<file path="src/rtl/reduce_pkg.sv">
// Shared op encodings and tree-sizing helpers for the reduce_pipe reduction unit.
package reduce_pkg;

    typedef logic [1:0] op_t;

    localparam op_t OP_OR  = 2'b00;
    localparam op_t OP_AND = 2'b01;
    localparam op_t OP_XOR = 2'b10;
    localparam op_t OP_NOR = 2'b11;

    // Padding value that leaves a node's result unchanged for the given op.
    function automatic logic op_identity(input op_t op);
        return (op == OP_AND);
    endfunction

    function automatic int unsigned ceil_div(input int unsigned a, input int unsigned b);
        return (a + b - 1) / b;
    endfunction

    function automatic int unsigned ceil_log(input int unsigned width, input int unsigned fanin);
        int unsigned n;
        int unsigned span;
        n    = 0;
        span = 1;
        while (span < width) begin
            span = span * fanin;
            n    = n + 1;
        end
        return n;
    endfunction

    // Width of tree level k; level 0 is the operand itself.
    function automatic int unsigned level_width(input int unsigned width,
                                                input int unsigned fanin,
                                                input int unsigned k);
        int unsigned w;
        w = width;
        for (int unsigned i = 0; i < k; i++) begin
            w = ceil_div(w, fanin);
        end
        return w;
    endfunction

    // Bit offset of level k in a flat bus holding levels 0, 1, 2, ... back to back.
    function automatic int unsigned level_offset(input int unsigned width,
                                                 input int unsigned fanin,
                                                 input int unsigned k);
        int unsigned off;
        off = 0;
        for (int unsigned i = 0; i < k; i++) begin
            off = off + level_width(width, fanin, i);
        end
        return off;
    endfunction

endpackage

</file>
<file path="src/rtl/reduce_level.sv">
// One level of the reduction tree: identity padding, FANIN-ary combine per node,
// and a registered stage with valid/advance handshake.
module reduce_level
    import reduce_pkg::*;
#(
    parameter int unsigned IN_W  = 32,
    parameter int unsigned FANIN = 8,
    localparam int unsigned OUT_W = ceil_div(IN_W, FANIN)
) (
    input  logic             clock,
    input  logic             reset,
    input  logic             in_valid,
    input  logic [IN_W-1:0]  in_data,
    input  op_t              in_op,
    input  logic             next_adv,
    output logic             adv,
    output logic             out_valid,
    output logic [OUT_W-1:0] out_data,
    output op_t              out_op
);

    localparam int unsigned PAD_W = OUT_W * FANIN;

    logic [PAD_W-1:0] padded;
    logic [OUT_W-1:0] node;
    logic             valid_q;
    logic [OUT_W-1:0] data_q;
    op_t              op_q;

    // NOR reduces as OR here; the inversion is applied once after the last level.
    function automatic logic combine(input op_t op, input logic [FANIN-1:0] grp);
        unique case (op)
            OP_AND:  return &grp;
            OP_XOR:  return ^grp;
            default: return |grp;
        endcase
    endfunction

    always_comb begin
        padded           = {PAD_W{op_identity(in_op)}};
        padded[IN_W-1:0] = in_data;
        node             = '0;
        for (int n = 0; n < OUT_W; n++) begin
            node[n] = combine(in_op, padded[n*FANIN +: FANIN]);
        end
    end

    assign adv = !valid_q || next_adv;

    always_ff @(posedge clock or posedge reset) begin
        if (reset) begin
            valid_q <= 1'b0;
            data_q  <= '0;
            op_q    <= OP_OR;
        end else if (adv) begin
            valid_q <= in_valid;
            if (in_valid) begin
                data_q <= node;
                op_q   <= in_op;
            end
        end
    end

    assign out_valid = valid_q;
    assign out_data  = data_q;
    assign out_op    = op_q;

endmodule

</file>
<file path="src/rtl/reduce_pipe.sv">
// Pipelined WIDTH-bit OR/AND/XOR/NOR reducer built from LEVELS reduce_level stages.
// Define REDUCE_PIPE_STATS_EN to add delivered-result counters (stat_txn, stat_ones).
module reduce_pipe
    import reduce_pkg::*;
#(
    parameter int unsigned WIDTH = 32,
    parameter int unsigned FANIN = 8
) (
    input  logic             clock,
    input  logic             reset,
    input  logic             in_valid,
    output logic             in_ready,
    input  logic [WIDTH-1:0] in_data,
    input  op_t              in_op,
    output logic             out_valid,
    input  logic             out_ready,
    output logic             out_bit,
`ifdef REDUCE_PIPE_STATS_EN
    input  logic             stat_clear,
    output logic [31:0]      stat_txn,
    output logic [31:0]      stat_ones,
`endif
    output op_t              out_op
);

    localparam int unsigned LEVELS = ceil_log(WIDTH, FANIN);
    localparam int unsigned BUS_W  = level_offset(WIDTH, FANIN, LEVELS + 1);

    logic [BUS_W-1:0] bus;
    logic             ready_q;
    logic             accept;
    logic             last_adv;

    // Keeps in_ready low during reset and until the first edge after release.
    always_ff @(posedge clock or posedge reset) begin
        if (reset) begin
            ready_q <= 1'b0;
        end else begin
            ready_q <= 1'b1;
        end
    end

    assign bus[WIDTH-1:0] = in_data;
    assign accept         = in_valid && in_ready;
    assign last_adv       = !out_valid || out_ready;

    for (genvar g = 0; g < LEVELS; g++) begin : g_level
        localparam int unsigned IN_W  = level_width(WIDTH, FANIN, g);
        localparam int unsigned IN_O  = level_offset(WIDTH, FANIN, g);
        localparam int unsigned OUT_W = level_width(WIDTH, FANIN, g + 1);
        localparam int unsigned OUT_O = level_offset(WIDTH, FANIN, g + 1);

        logic prev_valid;
        op_t  prev_op;
        logic next_adv;
        logic adv;
        logic valid;
        op_t  op;

        if (g == 0) begin : g_first
            assign prev_valid = accept;
            assign prev_op    = in_op;
        end else begin : g_inner
            assign prev_valid = g_level[g-1].valid;
            assign prev_op    = g_level[g-1].op;
        end

        if (g == LEVELS - 1) begin : g_tail
            assign next_adv = last_adv;
        end else begin : g_body
            assign next_adv = g_level[g+1].adv;
        end

        reduce_level #(
            .IN_W  (IN_W),
            .FANIN (FANIN)
        ) u_level (
            .clock     (clock),
            .reset     (reset),
            .in_valid  (prev_valid),
            .in_data   (bus[IN_O +: IN_W]),
            .in_op     (prev_op),
            .next_adv  (next_adv),
            .adv       (adv),
            .out_valid (valid),
            .out_data  (bus[OUT_O +: OUT_W]),
            .out_op    (op)
        );
    end

    assign in_ready  = ready_q && g_level[0].adv;
    assign out_valid = g_level[LEVELS-1].valid;
    assign out_op    = g_level[LEVELS-1].op;
    assign out_bit   = bus[BUS_W-1] ^ (out_op == OP_NOR);

`ifdef REDUCE_PIPE_STATS_EN
    logic [31:0] txn_q;
    logic [31:0] ones_q;

    always_ff @(posedge clock or posedge reset) begin
        if (reset) begin
            txn_q  <= '0;
            ones_q <= '0;
        end else if (stat_clear) begin
            txn_q  <= '0;
            ones_q <= '0;
        end else if (out_valid && out_ready) begin
            txn_q <= txn_q + 32'd1;
            if (out_bit) begin
                ones_q <= ones_q + 32'd1;
            end
        end
    end

    assign stat_txn  = txn_q;
    assign stat_ones = ones_q;
`endif

endmodule

</file>
<file path="config.mk">
export PLATFORM = sky130hd
export DESIGN_NAME = reduce_pipe
export DESIGN_NICKNAME = d
export VERILOG_FILES = /design/src/rtl/reduce_pkg.sv /design/src/rtl/reduce_level.sv /design/src/rtl/reduce_pipe.sv
export SDC_FILE = /design/constraint.sdc
export NUM_CORES = 1
export LEC_CHECK = 0
export BUFFER_PORTS_ARGS = -buffer_cell sky130_fd_sc_hd__buf_2
export CORE_UTILIZATION = 51
export DETAILED_ROUTE_END_ITERATION = 6
export HOLD_SLACK_MARGIN = 0.05
export MAX_ROUTING_LAYER = met4
export PLACE_DENSITY_LB_ADDON = 0.1
export SYNTH_ARGS = -nofsm -noshare
export SYNTH_HDL_FRONTEND = slang
export SYNTH_SLANG_ARGS = --single-unit
</file>
<file path="constraint.sdc">
create_clock -name clock -period 1.93 [get_ports clock]
set_input_delay 0.0965 -clock clock [delete_from_list [all_inputs] [get_ports clock]]
set_output_delay 0.0965 -clock clock [all_outputs]
set_load 0.02 [all_outputs]
</file>
==> metrics <==
CP cell instances=inv_1 -> ha_1 -> xor2_1 -> a32o_1 -> o21ai_0 -> o21ai_0; CP Capture Type=flip-flop; TritonCTS clock tree=done; antenna fix cells=0; total die area=2890 sq um; CTS sink count=12; Area Overhead vs Synth=20.7%; row cnt=18; final-report hold violation count=0; CTS Buf Count=3; # fillers=216; largest net degree at the start of global routing=14; post-synthesis sequential area ratio=21.9%; fraction of registers with async set/reset=100%; Most Frequent Cell on Critical Path=o21ai_0; Sum Neg Setup Slack=0 ps; DP HPWL=approximately 2.1 mm; CP max-delay cell=dfrtp_1; Die H=53.8 um; final core occ=66.1%; gpl congestion=0.749; Critical Path RT=approximately 2100 ps; Buf+Inv Stages, Crit Path=1; RSZ-0062 raised after global routing=false; crit path kind=reg -> reg; first-pass GRT wire length=4.02 mm; Worst Setup Start Kind=flip-flop; number of nets with antenna violations after routing=0; chip width=53.8 um; area leader, netlist=ha_1; Crit Reg-Reg Startpoint=g_level[0].u_level.out_data[2]; Top FF cell, synth=dfrtp_1; core area=around 2500 sq um; Crit path arrival time=1610 ps; WL per Instance=10.8 um; hold wc startpoint=out_ready; Crit path largest cell delay=about 400 ps; violation count after the first detailed-routing iteration=16; Yosys warnings=0; max-capacitance violation count=0; layout cells sized above 1=26.0%; Area contributors post-synth=ha_1, dfrtp_1, inv_1, xnor2_1, xor2_1; most frequent cells after synthesis=inv_1, ha_1, dfrtp_1; H-tree lvl count=1; outcome=complete, no violations; # port buffers=42; clk root buf=clkbuf_4; GRT overflow=0; number of synthesized flops with an enable pin=0; CTS max path bufs=2; Pwr Density=563 nW/um^2; Starting Density=a little over half; Worst Skew=2.26 ps; GRT Total Usage=19.7%; Boundary Pins=43; number of gates resized after cts=0; Clk Latency, worst-skew pair=270 ps; Tmin final=1450 ps; Residual DRC=0; vias in the first global route=1075; post-synth cell types=22; worst vdd ir=446 uV; most common cell in the netlist=inv_1; Synth top area share=36.6%; Static Leak=a little over 1 nW; cell area after synthesis=1370 sq um; Nets=275; cell family with most CP delay=compound AO/OA/AOI/OAI gates; period utilization=75.1%; Worst setup startpoint=g_level[0].u_level.out_data[2]; setup slack, reg-to-reg=480 ps; Vias=1120; Mapped Nets=~230; Via-to-Cell Ratio=roughly 5.0; CTS clk-pin slew, worst paths=80 ps; Initial DRT Pass Iterations=4; f_max=just under 700 MHz; Synth Register Bits=12; initial antenna violation count=0; Mapped Avg Cell Area=9.13 sq um; worst-path fanout max=3; final wirelength=2.45 mm; Final Max Slew Viols=0; final setup fails=0; Synth Instances=150; Hold Path Class=in -> reg
==> flip-flops by register name (all words and copies together), names as in the netlist <==
| register | flops |
|---|---|
| ready_q | 1 |
| g_level.u_level.out_data | 5 |
| g_level.u_level.out_valid | 2 |
| g_level.u_level.out_op | 4 |
==> path summary, 6_finish.rpt <==
path / end / cells after the start
worst max-delay path: g_level[1].u_level.out_data / 6
worst min-delay path: g_level[1].u_level.out_valid / 3
worst max register to register: g_level[1].u_level.out_data / 6
worst min register to register: g_level[1].u_level.out_valid / 1
max in group asynchronous: g_level[1].u_level.out_op[1] / 3
min in group asynchronous: g_level[0].u_level.out_data[0] / 3
==> per-layer routing <==
metal	routed length, um	track usage [%]
met5	0	-
met4	39	11.0
met3	66	1.98
met2	1290	35.8
met1	1050	20.4
==> logic make-up (layout without fill, tap and decap cells) <==
logic type	after synthesis	in the layout	share of synthesized area, %
buffers and inverters	42	88	12.1
adder cells (fa/ha/maj)	40	40	36.6
AND/OR/NAND/NOR	22	22	9.96
AO/OA/AOI/OAI	19	19	10.2
XOR/XNOR	14	14	8.96
flip-flops	12	12	21.9
other	1	1	0.274
==> layout by cell type (no fill, tap or decap) <==
master and instances:
and2_1 1, and3_2 2, a32o_1 1, buf_2 42
and3_1 2, nand3b_1 1, nand2b_1 2, conb_1 1
nand2_1 8, dlygate4sd3_1 1, a221o_1 4, clkbuf_8 1
a22o_1 4, dfrtp_1 12, nand4b_1 1, and4_2 3
o21ai_0 6, clkbuf_4 3, and4_1 1, inv_1 41
xnor2_1 9, nand3_1 1, ha_1 40, xor2_1 5
a31oi_1 4
==> final cells by class <==
class	count	area [sq um]	area share (%)
inverters	41	154	9.32
multi-input cells	96	903	54.7
well taps	30	37.5	2.27
repair buffers	43	220	13.3
clock buffers	4	36.3	2.20
flip-flops and latches	12	300	18.2
==> power breakdown <==
part / switching [mW] / total (mW) / internal, mW
logic: 0.201 / 0.391 / 0.191
clock network: 0.0884 / 0.203 / 0.115
registers: 0.0366 / 0.335 / 0.299
==> stage by stage <==
stage	hold slack (ps)	area, sq um	instances	setup WS, ps	power, mW
detailed placement	130	1610	221	399	0.736
CTS	99.7	1650	226	466	0.943
global placement	117	1610	221	484	0.716
finish	103	1650	226	480	0.930
global route	119	1650	226	400	1.01
floorplan	-38.8	1370	150	592	0.610
==> repair_timing <==
action                                 CTS  global route
hold buffers                             1             0
endpoints found under the hold margin   12             0
buffers inserted                         0             0
==> tightest hold or removal path, cell delays in order <==
cell,delay (ps)
buf_2,80
nand2b_1,110
nand2b_1,50
Note: power is estimated with default switching activity, not from simulation.
